==> config.mk <==
export PLATFORM = sky130hd
export DESIGN_NAME = fft_frame_ctrl_flat
export DESIGN_NICKNAME = d
export VERILOG_FILES = /design/src/rtl/fft_frame_ctrl_if.sv /design/src/rtl/fft_frame_ctrl.sv /design/src/flat_wrapper.sv
export SDC_FILE = /design/constraint.sdc
export NUM_CORES = 1
export LEC_CHECK = 0
export BUFFER_PORTS_ARGS = -buffer_cell sky130_fd_sc_hd__buf_4
export CAP_MARGIN = 10
export CORE_MARGIN = 2
export CORE_UTILIZATION = 52
export DETAILED_ROUTE_END_ITERATION = 10
export PLACE_DENSITY = 0.8
export SLEW_MARGIN = 20
export SYNTH_ARGS = -nofsm -noshare
export SYNTH_HDL_FRONTEND = slang
export SYNTH_SLANG_ARGS = --single-unit
==> constraint.sdc <==
create_clock -name clk -period 2.4 [get_ports clk]
set_input_delay 0.72 -clock clk [delete_from_list [all_inputs] [get_ports clk]]
set_output_delay 0.72 -clock clk [all_outputs]
set_load 0.02 [all_outputs]
==> src/rtl/fft_frame_ctrl_if.sv <==
// ---------------------------------------------------------------------------
// fft_frame_ctrl_if
// Streaming bus used on both sides of fft_frame_ctrl.
//   data  : sample / word payload
//   valid : payload valid
//   last  : final word of a frame (qualified by valid)
//   ready : sink accepts the word
// The master drives data/valid/last; the slave drives ready.
// ---------------------------------------------------------------------------
interface fft_frame_ctrl_if #(
   parameter int DATA_WIDTH = 32
);
   logic [DATA_WIDTH-1:0] data;
   logic                  valid;
   logic                  last;
   logic                  ready;

   modport master (output data, valid, last, input  ready);
   modport slave  (input  data, valid, last, output ready);
endinterface

==> src/rtl/fft_frame_ctrl.sv <==
// ---------------------------------------------------------------------------
// fft_frame_ctrl
// Sequencer for the FFT spectrum RAM: captures one aligned FFT frame through
// the RAM write port, holds it, and streams it to the display through the RAM
// read port. A capture can never start while a readout is in progress.
//
// Ports
//   clk, rst        : clock, synchronous active-high reset
//   arm             : pulse, request capture of the next complete frame
//   s_if (slave)    : FFT sample stream (ready tied high, no backpressure)
//   disp_start      : pulse, request readout of the stored frame
//   m_if (master)   : display stream, registered outputs
//   ram_wr_*        : RAM write port (registered)
//   ram_rd_addr     : RAM read address; ram_rd_data is valid one cycle later
//   frame_done/err  : single-cycle status pulses
//   frame_valid     : RAM holds a complete frame
//   state           : current FSM state for debug
// ---------------------------------------------------------------------------
module fft_frame_ctrl #(
   parameter int ADDR_WIDTH = 10,
   parameter int DATA_WIDTH = 32,
   parameter int FRAME_LEN  = 1024
) (
   input  logic                  clk,
   input  logic                  rst,
   input  logic                  arm,
   fft_frame_ctrl_if.slave       s_if,
   input  logic                  disp_start,
   fft_frame_ctrl_if.master      m_if,
   output logic                  ram_wr_en,
   output logic [ADDR_WIDTH-1:0] ram_wr_addr,
   output logic [DATA_WIDTH-1:0] ram_wr_data,
   output logic [ADDR_WIDTH-1:0] ram_rd_addr,
   input  logic [DATA_WIDTH-1:0] ram_rd_data,
   output logic                  frame_done,
   output logic                  frame_err,
   output logic                  frame_valid,
   output logic [2:0]            state
);

   typedef enum logic [2:0] {
      ST_IDLE    = 3'd0,
      ST_SYNC    = 3'd1,
      ST_CAPTURE = 3'd2,
      ST_READY   = 3'd3,
      ST_READOUT = 3'd4
   } state_t;

   localparam logic [ADDR_WIDTH-1:0] WCNT_LAST = ADDR_WIDTH'(FRAME_LEN - 1);
   localparam logic [ADDR_WIDTH:0]   RD_END    = (ADDR_WIDTH + 1)'(FRAME_LEN);
   localparam logic [ADDR_WIDTH:0]   RD_LAST   = (ADDR_WIDTH + 1)'(FRAME_LEN - 1);

   state_t                state_q, state_d;
   logic [ADDR_WIDTH-1:0] wcnt_q, wcnt_d;
   logic                  arm_pend_q, arm_pend_d;
   logic                  frame_valid_q, frame_valid_d;
   logic                  frame_done_q, frame_done_d;
   logic                  frame_err_q, frame_err_d;
   logic                  wr_en_q, wr_en_d;
   logic [ADDR_WIDTH-1:0] wr_addr_q, wr_addr_d;
   logic [DATA_WIDTH-1:0] wr_data_q, wr_data_d;
   // One extra bit so the read counter reaches FRAME_LEN instead of wrapping.
   logic [ADDR_WIDTH:0]   rd_cnt_q, rd_cnt_d;
   logic                  rd_vld_q, rd_vld_d;
   logic                  rd_last_q, rd_last_d;
   logic                  m_valid_q, m_valid_d;
   logic                  m_last_q, m_last_d;
   logic [DATA_WIDTH-1:0] m_data_q, m_data_d;
   logic                  sk_valid_q, sk_valid_d;
   logic                  sk_last_q, sk_last_d;
   logic [DATA_WIDTH-1:0] sk_data_q, sk_data_d;

   logic                  pop;
   logic                  rd_issue;
   logic [2:0]            credit;

   assign pop = m_valid_q & m_if.ready;

   // Words that will still occupy the buffer after this cycle's pop, counting
   // the read whose data is on ram_rd_data now. A new read is only launched
   // when that leaves room, which keeps the 2-entry buffer from overflowing
   // while still allowing one word per cycle with m_ready held high.
   assign credit = 3'(m_valid_q) + 3'(sk_valid_q) + 3'(rd_vld_q) - 3'(pop);

   // ---------------- FSM register ----------------
   always_ff @(posedge clk) begin
      if (rst) state_q <= ST_IDLE;
      else     state_q <= state_d;
   end

   // ---------------- FSM next state / capture / read issue ----------------
   always_comb begin
      state_d       = state_q;
      wcnt_d        = wcnt_q;
      arm_pend_d    = arm_pend_q;
      frame_valid_d = frame_valid_q;
      frame_done_d  = 1'b0;
      frame_err_d   = 1'b0;
      wr_en_d       = 1'b0;
      wr_addr_d     = wr_addr_q;
      wr_data_d     = wr_data_q;
      rd_cnt_d      = rd_cnt_q;
      rd_issue      = 1'b0;

      case (state_q)
         ST_IDLE: begin
            if (arm) state_d = ST_SYNC;
         end
         ST_SYNC: begin
            if (s_if.valid && s_if.last) begin
               state_d = ST_CAPTURE;
               wcnt_d  = '0;
            end
         end
         ST_CAPTURE: begin
            if (s_if.valid) begin
               wr_en_d   = 1'b1;
               wr_addr_d = wcnt_q;
               wr_data_d = s_if.data;
               if (wcnt_q == WCNT_LAST) begin
                  wcnt_d = '0;
                  if (s_if.last) begin
                     state_d       = ST_READY;
                     frame_done_d  = 1'b1;
                     frame_valid_d = 1'b1;
                  end else begin
                     // Frame ran past its length: resynchronise.
                     state_d     = ST_SYNC;
                     frame_err_d = 1'b1;
                  end
               end else if (s_if.last) begin
                  // Early end: the following beat is the start of a new frame.
                  wcnt_d      = '0;
                  frame_err_d = 1'b1;
               end else begin
                  wcnt_d = wcnt_q + 1'b1;
               end
            end
         end
         ST_READY: begin
            if (arm_pend_q) begin
               state_d    = ST_SYNC;
               arm_pend_d = 1'b0;
            end else if (disp_start) begin
               state_d    = ST_READOUT;
               rd_cnt_d   = '0;
               arm_pend_d = arm;
            end else if (arm) begin
               state_d = ST_SYNC;
            end
         end
         ST_READOUT: begin
            if (arm) arm_pend_d = 1'b1;
            if ((rd_cnt_q != RD_END) && (credit < 3'd2)) begin
               rd_issue = 1'b1;
               rd_cnt_d = rd_cnt_q + 1'b1;
            end
            if (pop && m_last_q) state_d = ST_READY;
         end
         default: state_d = ST_IDLE;
      endcase

      if ((state_d == ST_SYNC) && (state_q != ST_SYNC)) frame_valid_d = 1'b0;
   end

   // ---------------- read return / skid buffer ----------------
   always_comb begin
      rd_vld_d   = rd_issue;
      rd_last_d  = rd_issue && (rd_cnt_q == RD_LAST);
      m_valid_d  = m_valid_q;
      m_last_d   = m_last_q;
      m_data_d   = m_data_q;
      sk_valid_d = sk_valid_q;
      sk_last_d  = sk_last_q;
      sk_data_d  = sk_data_q;

      if (!m_valid_q || pop) begin
         // Output slot frees up: oldest word (skid first) moves forward.
         if (sk_valid_q) begin
            m_valid_d  = 1'b1;
            m_last_d   = sk_last_q;
            m_data_d   = sk_data_q;
            sk_valid_d = rd_vld_q;
            sk_last_d  = rd_last_q;
            sk_data_d  = ram_rd_data;
         end else if (rd_vld_q) begin
            m_valid_d  = 1'b1;
            m_last_d   = rd_last_q;
            m_data_d   = ram_rd_data;
         end else begin
            m_valid_d  = 1'b0;
            m_last_d   = 1'b0;
         end
      end else if (rd_vld_q) begin
         // Output stalled: returning word parks in the skid entry.
         sk_valid_d = 1'b1;
         sk_last_d  = rd_last_q;
         sk_data_d  = ram_rd_data;
      end
   end

   // ---------------- datapath / control registers ----------------
   always_ff @(posedge clk) begin
      if (rst) begin
         wcnt_q        <= '0;
         arm_pend_q    <= 1'b0;
         frame_valid_q <= 1'b0;
         frame_done_q  <= 1'b0;
         frame_err_q   <= 1'b0;
         wr_en_q       <= 1'b0;
         wr_addr_q     <= '0;
         wr_data_q     <= '0;
         rd_cnt_q      <= '0;
         rd_vld_q      <= 1'b0;
         rd_last_q     <= 1'b0;
         m_valid_q     <= 1'b0;
         m_last_q      <= 1'b0;
         m_data_q      <= '0;
         sk_valid_q    <= 1'b0;
         sk_last_q     <= 1'b0;
      end else begin
         wcnt_q        <= wcnt_d;
         arm_pend_q    <= arm_pend_d;
         frame_valid_q <= frame_valid_d;
         frame_done_q  <= frame_done_d;
         frame_err_q   <= frame_err_d;
         wr_en_q       <= wr_en_d;
         wr_addr_q     <= wr_addr_d;
         wr_data_q     <= wr_data_d;
         rd_cnt_q      <= rd_cnt_d;
         rd_vld_q      <= rd_vld_d;
         rd_last_q     <= rd_last_d;
         m_valid_q     <= m_valid_d;
         m_last_q      <= m_last_d;
         m_data_q      <= m_data_d;
         sk_valid_q    <= sk_valid_d;
         sk_last_q     <= sk_last_d;
      end
   end

   // Skid payload is qualified by sk_valid_q, so it needs no reset.
   always_ff @(posedge clk) begin
      sk_data_q <= sk_data_d;
   end

   assign s_if.ready  = 1'b1;
   assign m_if.data   = m_data_q;
   assign m_if.valid  = m_valid_q;
   assign m_if.last   = m_last_q;
   assign ram_wr_en   = wr_en_q;
   assign ram_wr_addr = wr_addr_q;
   assign ram_wr_data = wr_data_q;
   assign ram_rd_addr = rd_cnt_q[ADDR_WIDTH-1:0];
   assign frame_done  = frame_done_q;
   assign frame_err   = frame_err_q;
   assign frame_valid = frame_valid_q;
   assign state       = state_q;

endmodule
==> src/flat_wrapper.sv <==
// flat-port wrapper written by rule: the top's interface ports become plain ports
module fft_frame_ctrl_flat 
#(
   parameter int ADDR_WIDTH = 10,
   parameter int DATA_WIDTH = 32,
   parameter int FRAME_LEN  = 1024
)
  (clk, rst, arm, disp_start, ram_wr_en, ram_wr_addr, ram_wr_data, ram_rd_addr, ram_rd_data, frame_done, frame_err, frame_valid, state, s_if_data, s_if_valid, s_if_last, s_if_ready, m_if_data, m_if_valid, m_if_last, m_if_ready);
  fft_frame_ctrl_if #(.DATA_WIDTH(DATA_WIDTH)) s_if_i ();
  fft_frame_ctrl_if #(.DATA_WIDTH(DATA_WIDTH)) m_if_i ();
  input  logic clk;
  input  logic rst;
  input  logic arm;
  input  logic disp_start;
  output logic ram_wr_en;
  output logic [ADDR_WIDTH-1:0] ram_wr_addr;
  output logic [DATA_WIDTH-1:0] ram_wr_data;
  output logic [ADDR_WIDTH-1:0] ram_rd_addr;
  input  logic [DATA_WIDTH-1:0] ram_rd_data;
  output logic frame_done;
  output logic frame_err;
  output logic frame_valid;
  output logic [2:0] state;
  input wire logic [$bits(s_if_i.data)-1:0] s_if_data;
  input wire logic [$bits(s_if_i.valid)-1:0] s_if_valid;
  input wire logic [$bits(s_if_i.last)-1:0] s_if_last;
  output wire logic [$bits(s_if_i.ready)-1:0] s_if_ready;
  output wire logic [$bits(m_if_i.data)-1:0] m_if_data;
  output wire logic [$bits(m_if_i.valid)-1:0] m_if_valid;
  output wire logic [$bits(m_if_i.last)-1:0] m_if_last;
  input wire logic [$bits(m_if_i.ready)-1:0] m_if_ready;
  assign s_if_i.data = s_if_data;
  assign s_if_i.valid = s_if_valid;
  assign s_if_i.last = s_if_last;
  assign s_if_ready = s_if_i.ready;
  assign m_if_data = m_if_i.data;
  assign m_if_valid = m_if_i.valid;
  assign m_if_last = m_if_i.last;
  assign m_if_i.ready = m_if_ready;
  fft_frame_ctrl #(.ADDR_WIDTH(ADDR_WIDTH), .DATA_WIDTH(DATA_WIDTH), .FRAME_LEN(FRAME_LEN)) u_core (.clk(clk), .rst(rst), .arm(arm), .s_if(s_if_i), .disp_start(disp_start), .m_if(m_if_i), .ram_wr_en(ram_wr_en), .ram_wr_addr(ram_wr_addr), .ram_wr_data(ram_wr_data), .ram_rd_addr(ram_rd_addr), .ram_rd_data(ram_rd_data), .frame_done(frame_done), .frame_err(frame_err), .frame_valid(frame_valid), .state(state));
endmodule
==> flow_metrics.py, run 1 <==
metrics = {
    "status": {
        "outcome": "completed",
    },
    "floorplanning": {
        "ioPinCount": 165,
        "die_area_um2": 11900,
        "core_um2": 10800,
        "num_rows": 38,
        "die_h_um": 109,
        "initial_core_util_pct": 53.2,
        "die_w_um": 109,
    },
    "finish": {
        "final_nets": 806,
        "antenna_cells": 0,
        "layout.cells.non_filler": 883,
        "nFillCells": 823,
        "final_area_um2": 7610,
        "drive_gt1_share_pct": 29.2,
        "areaGrowthSynthToFinish_pct": 32.5,
    },
    "cts": {
        "clkTransAtPathRegs_ns": 0.06,
        "cts.sinks": 141,
        "post_cts_resized": 0,
        "cts_tree": "built",
        "cts_setup_buffers": 0,
        "cts_made_buffers": 17,
        "clk_latency_ns": 0.51,
        "clockBufferDepth": 2,
        "h-tree-depth": 4,
        "ctsHoldBuffers": 0,
        "clock-root-buffer": "clkbuf_8",
    },
    "timing": {
        "final_max_slew_viol_count": 0,
        "hold_viol": 0,
        "fin_ws_ns": 0.356,
        "relSlewSlack_pct": 60.6,
        "fin_skew_ns": 0.00867,
        "period_share_pct": 85.1,
        "setup_viol": 0,
        "period_needed_ns": 2.04,
        "rsz0062_at_grt": "false",
        "max_freq_ghz": 0.489,
        "worst_slew_pin_slew_ns": 0.576,
    },
    "grt": {
        "antenna_found_initial": 0,
        "grtUsageTotal_pct": 23.2,
        "grt_start_max_net_pins": 65,
        "grt_pass1_wl_mm": 22.0,
        "overflow": 0,
        "grt_pass1_vias": 4632,
    },
    "route": {
        "wl_met1_mm": 5.79,
        "drc": 0,
        "met3_length_um": 975,
        "postRouteAntennaNets": 0,
        "drt-vias-per-instance": 5.43,
        "top_layer": "met4",
        "wl_met2_mm": 6.50,
        "wirelength_mm": 13.4,
        "drtIter0Drc": 310,
        "dr.pass1.iters": 5,
        "vias": 4795,
        "wl_per_cell_um": 15.2,
    },
    "worst_setup_path": {
        "cp.depth": 1,
        "crit_buf_inv": 1,
        "crit_fanout": 15,
        "slowest_stage": "dfxtp_1",
        "critical_path.max_stage_delay_ns": 0.59,
        "r2r.worst_path.cells": 5,
        "cp-end-kind": "output port",
        "path_cells": "buf_4",
        "crit_type": "reg -> out",
        "critPathTopFamily": "flip-flops",
        "start_kind": "flop",
        "cp.arrival_ns": 1.32,
        "crit_required_ns": 1.68,
    },
    "place": {
        "hpwl_mm": 9.22,
        "placed_cells_incl_taps": 851,
        "pre_cts_slack_ns": -0.0657,
        "routabilityCongestion": 0.886,
        "io_buffers": 163,
        "post_dp_cell_area_um2": 7030,
    },
    "job": {
        "max_cap_violations": 0,
    },
    "synthesis": {
        "syn_area_um2": 5740,
        "yosys_register_bits": 141,
        "syn-mean-instance-area_um2": 9.85,
        "syn_nets": 659,
        "synth_cell_type_count": 57,
        "ys_warn_count": 0,
        "yosysMostFrequentCell": "dfxtp_1",
        "synth_top_area_share_pct": 38.0,
        "synth_cells": 583,
        "synth_ff_type": "dfxtp_1",
        "synthArstFlopShare_pct": 0,
        "synth_edf_count": 32,
        "ys_top_cells_by_area": "dfxtp_1 38%, edfxtp_1 17%, mux2i_1 6.6%, nand2_1 6.5%, a21oi_1 5.0%",
        "ys_top_cells_by_count": "109 x dfxtp_1, 99 x nand2_1, 57 x a21oi_1",
        "yosysSeqAreaShare_pct": 54.8,
        "synth_area_leader_cell": "dfxtp_1",
    },
    "power_and_ir_drop": {
        "peakVddDrop_mv": 0.456,
        "p_per_area_nw_per_um2": 685,
        "p_leak_nw": 2.82,
    },
    "min_path": {
        "min_path_type": "in -> reg",
        "holdPathStages": 1,
    },
}
[layer usage]
metal,vias to the layer above,global-route usage [%]
li1,2362,-
met1,2259,29.1
met2,157,38.0
met3,17,7.35
met4,0,7.97
met5,-,0
[metrics by stage]
step	TNS [ns]	total power, mW	util [%]	hold slack [ns]
2_1_floorplan	0	2.61	-	0.448
3_3_place_gp	0	2.74	65.1	0.442
3_5_place_dp	-0.230	2.75	65.1	0.450
4_1_cts	0	5.25	70.5	0.374
5_1_grt	0	5.38	70.5	0.367
6_report	0	5.21	70.5	0.398
[power by group]
part           internal (mW)  total, mW  switching (mW)
combinational          0.126      0.251           0.124
sequential              2.44       2.45          0.0146
clock                   1.56       2.51           0.951
[flip-flops by register name, summed over array words and instances, names as in the netlist]
name / count
u_core.sk_last_q: 1
u_core.ram_wr_data: 32
u_core.arm_pend_q: 1
u_core.rd_cnt_q: 11
u_core.ram_wr_en: 1
u_core.m_if.last: 1
u_core.m_if.valid: 1
u_core.rd_last_q: 1
u_core.frame_valid: 1
u_core.state: 3
u_core.frame_done: 1
u_core.ram_wr_addr: 10
u_core.m_if.data: 32
u_core.frame_err: 1
u_core.wcnt_q: 10
u_core.sk_data_q: 32
u_core.rd_vld_q: 1
u_core.sk_valid_q: 1
[cell families after synthesis]
| kind of cell | share of synthesized area, % |
|---|---|
| XOR/XNOR | 1.07 |
| AND/OR/NAND/NOR | 17.2 |
| buffers and inverters | 4.75 |
| flip-flops | 54.8 |
| multiplexers | 6.63 |
| adder cells (fa/ha/maj) | 1.09 |
| other | 0.0653 |
| AO/OA/AOI/OAI | 14.5 |
[cell type report]
cell class,count,area (um^2),share of cell area (%)
clock buffers,24,503,6.61
inverters,11,41.3,0.543
multi-input cells,383,2330,30.7
well taps,140,175,2.30
flip-flops and latches,141,3140,41.3
clock inverters,8,78.8,1.04
repair buffers,176,1330,17.5
[cell usage in the layout (no fill, tap or decap), types with 3 or more instances in the layout]
cell type  instances
clkbuf_8           3
ha_1               5
nand3_1            9
buf_4            175
nor4_2             3
nand2b_1           6
xnor2_1            7
clkbuf_1           3
dfxtp_1          108
nor2_1            43
a21boi_1           5
clkinv_2           3
or4_1              9
o31ai_1           10
nor3b_1            3
inv_1             11
nand3b_1           4
edfxtp_1          32
nand4_1            3
nor3_1             5
clkbuf_16         18
nand2_1           99
a211oi_1          34
mux2i_1           38
nor2b_1            4
o21ai_0            3
and2_1             3
a21oi_1           57
[worst paths after layout]
kind,to,slack (ns),from
setup / recovery,state[1],0.36,u_core.state[1]
hold / removal,u_core.sk_data_q[5],0.40,ram_rd_data[5]
setup reg to reg,u_core.rd_cnt_q[10],0.36,u_core.rd_cnt_q[1]
hold reg to reg,u_core.ram_wr_data[4],0.46,u_core.ram_wr_data[4]
No activity file was read; power rests on OpenSTA's default activity.
==> run 2: changes to the inputs <==
--- a/config.mk
+++ b/config.mk
@@ -10,6 +10,8 @@
 export CORE_MARGIN = 2
 export CORE_UTILIZATION = 52
 export DETAILED_ROUTE_END_ITERATION = 10
+export GPL_TIMING_DRIVEN = 0
+export HOLD_SLACK_MARGIN = 0.02
 export PLACE_DENSITY = 0.8
 export SLEW_MARGIN = 20
 export SYNTH_ARGS = -nofsm -noshare
==> run 2 against run 1 <==
  * Fmax fell by 3.9%
  * Cell count rose by 3.9%
  * Sequential share of layout area fell by 0.72 points
  * First-iteration DRC count rose by 14%
  * Flip-flop and latch count did not move
  * Non-clock buffer count rose by 34
  * Clock power rose by 4%
==> flow_metrics.py, run 2 (synthesis gave the netlist of run 1 again) <==
metrics = {
    "status": {
        "outcome": "completed",
    },
    "route": {
        "drtIter0Drc": 353,
        "postRouteAntennaNets": 0,
        "drc": 0,
        "wl_met1_mm": 6.02,
        "wirelength_mm": 14.1,
        "top_layer": "met4",
        "vias": 4928,
        "drt-vias-per-instance": 5.37,
        "wl_per_cell_um": 15.3,
        "met3_length_mm": 1.11,
        "dr.pass1.iters": 5,
        "wl_met2_mm": 6.85,
    },
    "worst_setup_path": {
        "crit_fanout": 10,
        "crit_type": "reg -> reg",
        "start_kind": "flop",
        "cp-end-kind": "flop",
        "cp.arrival_ns": 2.57,
        "crit_required_ns": 2.85,
    },
    "timing": {
        "final_max_slew_viol_count": 0,
        "hold_viol": 0,
        "fin_skew_ns": 0.0119,
        "max_freq_ghz": 0.470,
        "setup_viol": 0,
        "period_needed_ns": 2.13,
        "setup-tns-final_ns": 0,
        "period_share_pct": 88.6,
        "relSlewSlack_pct": 49.5,
        "rsz0062_at_grt": "false",
        "worst_slew_pin_slew_ns": 0.757,
    },
    "grt": {
        "grt_pass1_wl_mm": 22.7,
        "antenna_found_initial": 0,
        "grt_pass1_vias": 4780,
        "grtUsageTotal_pct": 24.3,
        "overflow": 0,
        "grt_start_max_net_pins": 33,
    },
    "place": {
        "io_buffers": 162,
        "hpwl_mm": 10.0,
        "routabilityCongestion": 0.847,
    },
    "job": {
        "max_cap_violations": 0,
    },
    "finish": {
        "layout_commonest_cell": "buf_4",
        "areaGrowthSynthToFinish_pct": 34.9,
        "drive_gt1_share_pct": 28.6,
        "final_nets": 840,
        "final_cell_mix": "174 x buf_4, 109 x dfxtp_1, 99 x nand2_1, 57 x a21oi_1, 43 x nor2_1",
        "antenna_cells": 0,
    },
    "floorplanning": {
        "initial_core_util_pct": 53.2,
        "die_h_um": 109,
        "num_rows": 38,
        "die_w_um": 109,
        "ioPinCount": 165,
        "core_um2": 10800,
        "die_area_um2": 11900,
    },
    "cts": {
        "cts.sinks": 141,
        "clkTransAtPathRegs_ns": 0.06,
        "clockBufferDepth": 2,
        "clk_latency_ns": 0.52,
        "cts_setup_buffers": 0,
        "ctsHoldBuffers": 0,
        "h-tree-depth": 4,
        "cts_tree": "built",
        "cts_made_buffers": 17,
        "clock-root-buffer": "clkbuf_8",
    },
    "power_and_ir_drop": {
        "peakVddDrop_mv": 0.398,
        "p_sw_mw": 1.10,
        "p_seq_share_pct": 46.0,
        "pwr-share-clk_pct": 49.1,
        "totalPowerFinal_mw": 5.32,
        "internal_power_mw": 4.22,
        "share_comb_of_total_power_pct": 4.9,
        "p_per_area_nw_per_um2": 688,
        "p_leak_nw": 2.88,
        "sw_frac_of_total_pct": 20.7,
    },
    "min_path": {
        "min_path_type": "in -> reg",
    },
}
==> run 2: cell types whose count changed in the layout (fill, tap and decap cells not counted), sizes merged <==
cell / change
inv: +2
bufinv: +1
clkbuf: +28
buf: +6
clkinv: -3
==> run 2: path summary, 6_finish.rpt <==
kind	end	slack [ns]	start	depth (start not counted)
setup reg to reg	u_core.rd_cnt_q[9]	0.27	u_core.rd_vld_q	7
hold reg to reg	u_core.ram_wr_data[18]	0.45	u_core.ram_wr_data[18]	2
setup / recovery	u_core.rd_cnt_q[9]	0.27	u_core.rd_vld_q	7
hold / removal	u_core.sk_data_q[23]	0.39	ram_rd_data[23]	1
==> run 2: critical path, stage by stage, from the launching register on <==
cell      delay [ns]
dfxtp_1         0.38
inv_1           0.10
ha_1            0.22
xnor2_1         0.28
xnor2_2         0.21
clkbuf_1        0.29
nor4_2          0.38
mux2i_1         0.21
==> run 2: through the flow <==
step                      hold slack (ns)  cells  area [um^2]  utilization (%)  setup slack [ns]
final                               0.386    917         7740             71.7             0.273
after global routing                0.357    917         7740             71.7             0.114
after CTS                           0.361    917         7730             71.7             0.154
after detailed placement            0.447    885         7130             66.1            -0.298
after global placement              0.442    885         7130             66.1            -0.328
after floorplan                     0.448    583         5740                -             0.168
==> run 2: final cells by class <==
cell class	count	area, um^2
Clock inverter	8	100
Tap cell	140	175
Clock buffer	24	502
Sequential cell	141	3140
Buffer	48	231
Inverter	11	41.3
Timing Repair Buffer	162	1220
Fill cell	834	3050
Multi-Input combinational cell	383	2330
==> run 2: repair_timing <==
| action | in CTS | in global routing |
|---|---|---|
| resized for setup | 0 | 1 |
| hold endpoints to repair | 0 | 0 |
| setup endpoints to repair | 0 | 4 |
==> run 2: power groups by stage <==
| stage | Combinational, mW | Sequential [mW] | Clock [mW] |
|---|---|---|---|
| floorplan | 0.100 | 2.51 | 0 |
| global placement | 0.251 | 2.50 | 0 |
| detailed placement | 0.259 | 2.50 | 0 |
| CTS | 0.262 | 2.45 | 2.66 |
| global route | 0.286 | 2.45 | 2.77 |
| finish | 0.261 | 2.45 | 2.61 |
==> run 2: metal layers <==
| metal | vias up | GRT usage (%) |
|---|---|---|
| met4 | 0 | 6.32 |
| li1 | 2421 | - |
| met3 | 8 | 9.09 |
| met5 | - | 0 |
| met2 | 168 | 40.2 |
| met1 | 2331 | 30.1 |
==> run 3: changes to the inputs <==
--- a/config.mk
+++ b/config.mk
@@ -8,11 +8,11 @@
 export BUFFER_PORTS_ARGS = -buffer_cell sky130_fd_sc_hd__buf_4
 export CAP_MARGIN = 10
 export CORE_MARGIN = 2
-export CORE_UTILIZATION = 52
+export CORE_UTILIZATION = 45
 export DETAILED_ROUTE_END_ITERATION = 10
 export GPL_TIMING_DRIVEN = 0
 export HOLD_SLACK_MARGIN = 0.02
-export PLACE_DENSITY = 0.8
+export PLACE_DENSITY = 0.71
 export SLEW_MARGIN = 20
 export SYNTH_ARGS = -nofsm -noshare
 export SYNTH_HDL_FRONTEND = slang
==> run 3 against run 2 <==
  * Critical path depth rose by 1
  * Clock skew is 0.0066 ns lower
  * Sequential power is essentially flat
  * Die area grew 15%
  * Non-clock buffer count unchanged
  * Global-route usage fell by 3.8 points
  * Via count is 0.22% lower
  * Wire length down 0.71%
  * First-iteration DRC count down 14%
  * Critical path type is now in -> reg
  * Largest cell class unchanged
  * Highest routed layer unchanged
==> flow_metrics.py, run 3 (synthesis gave the netlist of run 1 again) <==
metrics = {
    "status": {
        "outcome": "completed",
    },
    "min_path": {
        "min_path_type": "reg -> reg",
    },
    "power_and_ir_drop": {
        "p_per_area_nw_per_um2": 670,
        "peakVddDrop_mv": 0.349,
        "totalPowerFinal_mw": 5.18,
        "p_leak_nw": 2.87,
    },
    "cts": {
        "h-tree-depth": 4,
        "cts_made_buffers": 17,
        "clock-root-buffer": "clkbuf_16",
        "clkTransAtPathRegs_ns": 0.06,
        "clockBufferDepth": 2,
        "post_cts_resized": 0,
        "cts_setup_buffers": 0,
        "clk_latency_ns": 0.42,
        "cts_tree": "built",
        "ctsHoldBuffers": 0,
        "cts.sinks": 141,
    },
    "timing": {
        "hold_ws_ns": 0.455,
        "fin_skew_ns": 0.00533,
        "period_share_pct": 91.0,
        "rsz0062_at_grt": "false",
        "period_needed_ns": 2.18,
        "setup-tns-final_ns": 0,
        "fin_ws_ns": 0.217,
        "setup_viol": 0,
        "max_freq_ghz": 0.458,
        "final_max_slew_viol_count": 0,
        "relSlewSlack_pct": 47.9,
        "worst_slew_pin_slew_ns": 0.781,
        "hold_viol": 0,
    },
    "route": {
        "wl_per_cell_um": 14.7,
        "drt-vias-per-instance": 5.18,
        "vias": 4917,
        "drtIter0Drc": 305,
        "wirelength_mm": 14.0,
        "dr.pass1.iters": 5,
        "postRouteAntennaNets": 0,
        "drc": 0,
    },
    "grt": {
        "busiest_layer": "met2",
        "grt_start_max_net_pins": 33,
        "grtUsageTotal_pct": 20.5,
        "met3_usage_pct": 7.62,
        "use_met2_pct": 32.2,
        "grt_pass1_vias": 4708,
        "overflow": 0,
        "grt_pass1_wl_mm": 21.9,
        "antenna_found_initial": 0,
        "met1_usage_pct": 25.6,
    },
    "worst_setup_path": {
        "critPathTopFamily": "buffers and inverters",
        "slowest_stage": "clkbuf_1",
        "start_kind": "input pin",
        "crit_required_ns": 2.74,
        "cp.arrival_ns": 2.53,
        "cp-end-kind": "flop",
        "path_cells": "buf_4, and2_1, ha_1, xnor2_1, xnor2_2, clkbuf_1, o211ai_1, a21oi_1",
        "crit_buf_inv": 2,
        "critical_path.max_stage_delay_ns": 0.45,
        "crit_type": "in -> reg",
        "crit_fanout": 10,
    },
    "floorplanning": {
        "die_area_um2": 13700,
        "num_rows": 41,
        "die_h_um": 117,
        "initial_core_util_pct": 45.9,
        "ioPinCount": 165,
        "die_w_um": 117,
        "core_um2": 12500,
    },
    "place": {
        "pre_cts_slack_ns": -0.327,
        "hpwl_mm": 10.1,
        "io_buffers": 162,
        "post_dp_cell_area_um2": 7170,
        "routabilityCongestion": 0.841,
        "placed_cells_incl_taps": 917,
    },
    "finish": {
        "drive_gt1_share_pct": 28.4,
        "post-route-util_pct": 61.8,
        "layout.cells.non_filler": 949,
        "layout_commonest_cell": "buf_4",
        "areaGrowthSynthToFinish_pct": 34.8,
        "final_nets": 840,
        "final_area_um2": 7740,
        "final_cell_mix": "174 x buf_4, 109 x dfxtp_1, 99 x nand2_1, 57 x a21oi_1, 43 x nor2_1",
        "antenna_cells": 0,
    },
    "job": {
        "max_cap_violations": 0,
    },
}
==> run 3: worst register-to-register path: stages, from the launching register on <==
cell	delay, ns
dfxtp_1	0.38
inv_1	0.09
ha_1	0.21
xnor2_1	0.16
xnor2_2	0.39
clkbuf_1	0.45
o211ai_1	0.18
a21oi_1	0.17
==> run 3: report_power, final <==
group          switching (mW)  internal (mW)  total (mW)
Sequential            0.00963           2.44        2.45
Combinational           0.133          0.129       0.261
Clock                   0.950           1.52        2.47
Total                    1.09           4.09        5.18
==> run 3: cell type report <==
| type | instances | area [um^2] |
|---|---|---|
| buffer | 48 | 231 |
| clock buffer | 24 | 492 |
| clock inverter | 8 | 65.1 |
| fill | 1067 | 4780 |
| inverter | 11 | 41.3 |
| multi-input combinational | 383 | 2330 |
| sequential | 141 | 3140 |
| tap | 172 | 215 |
| timing repair buffer | 162 | 1220 |
==> run 3: per-layer routing <==
metal  vias to the layer above  part of all wire, %
met5                         -                    0
met4                         0                  1.8
met3                        23                  8.6
met2                       187                   45
met1                      2288                   44
li1                       2419                    -
==> run 3: worst paths after layout <==
check / start / endpoint / slack [ns] / cells after the start
setup / recovery: m_if_ready / u_core.rd_cnt_q[1] / 0.22 / 8
hold / removal: u_core.ram_wr_data[6] / u_core.ram_wr_data[6] / 0.46 / 2
setup reg to reg: u_core.rd_vld_q / u_core.rd_cnt_q[1] / 0.30 / 7
hold reg to reg: u_core.ram_wr_data[6] / u_core.ram_wr_data[6] / 0.46 / 2
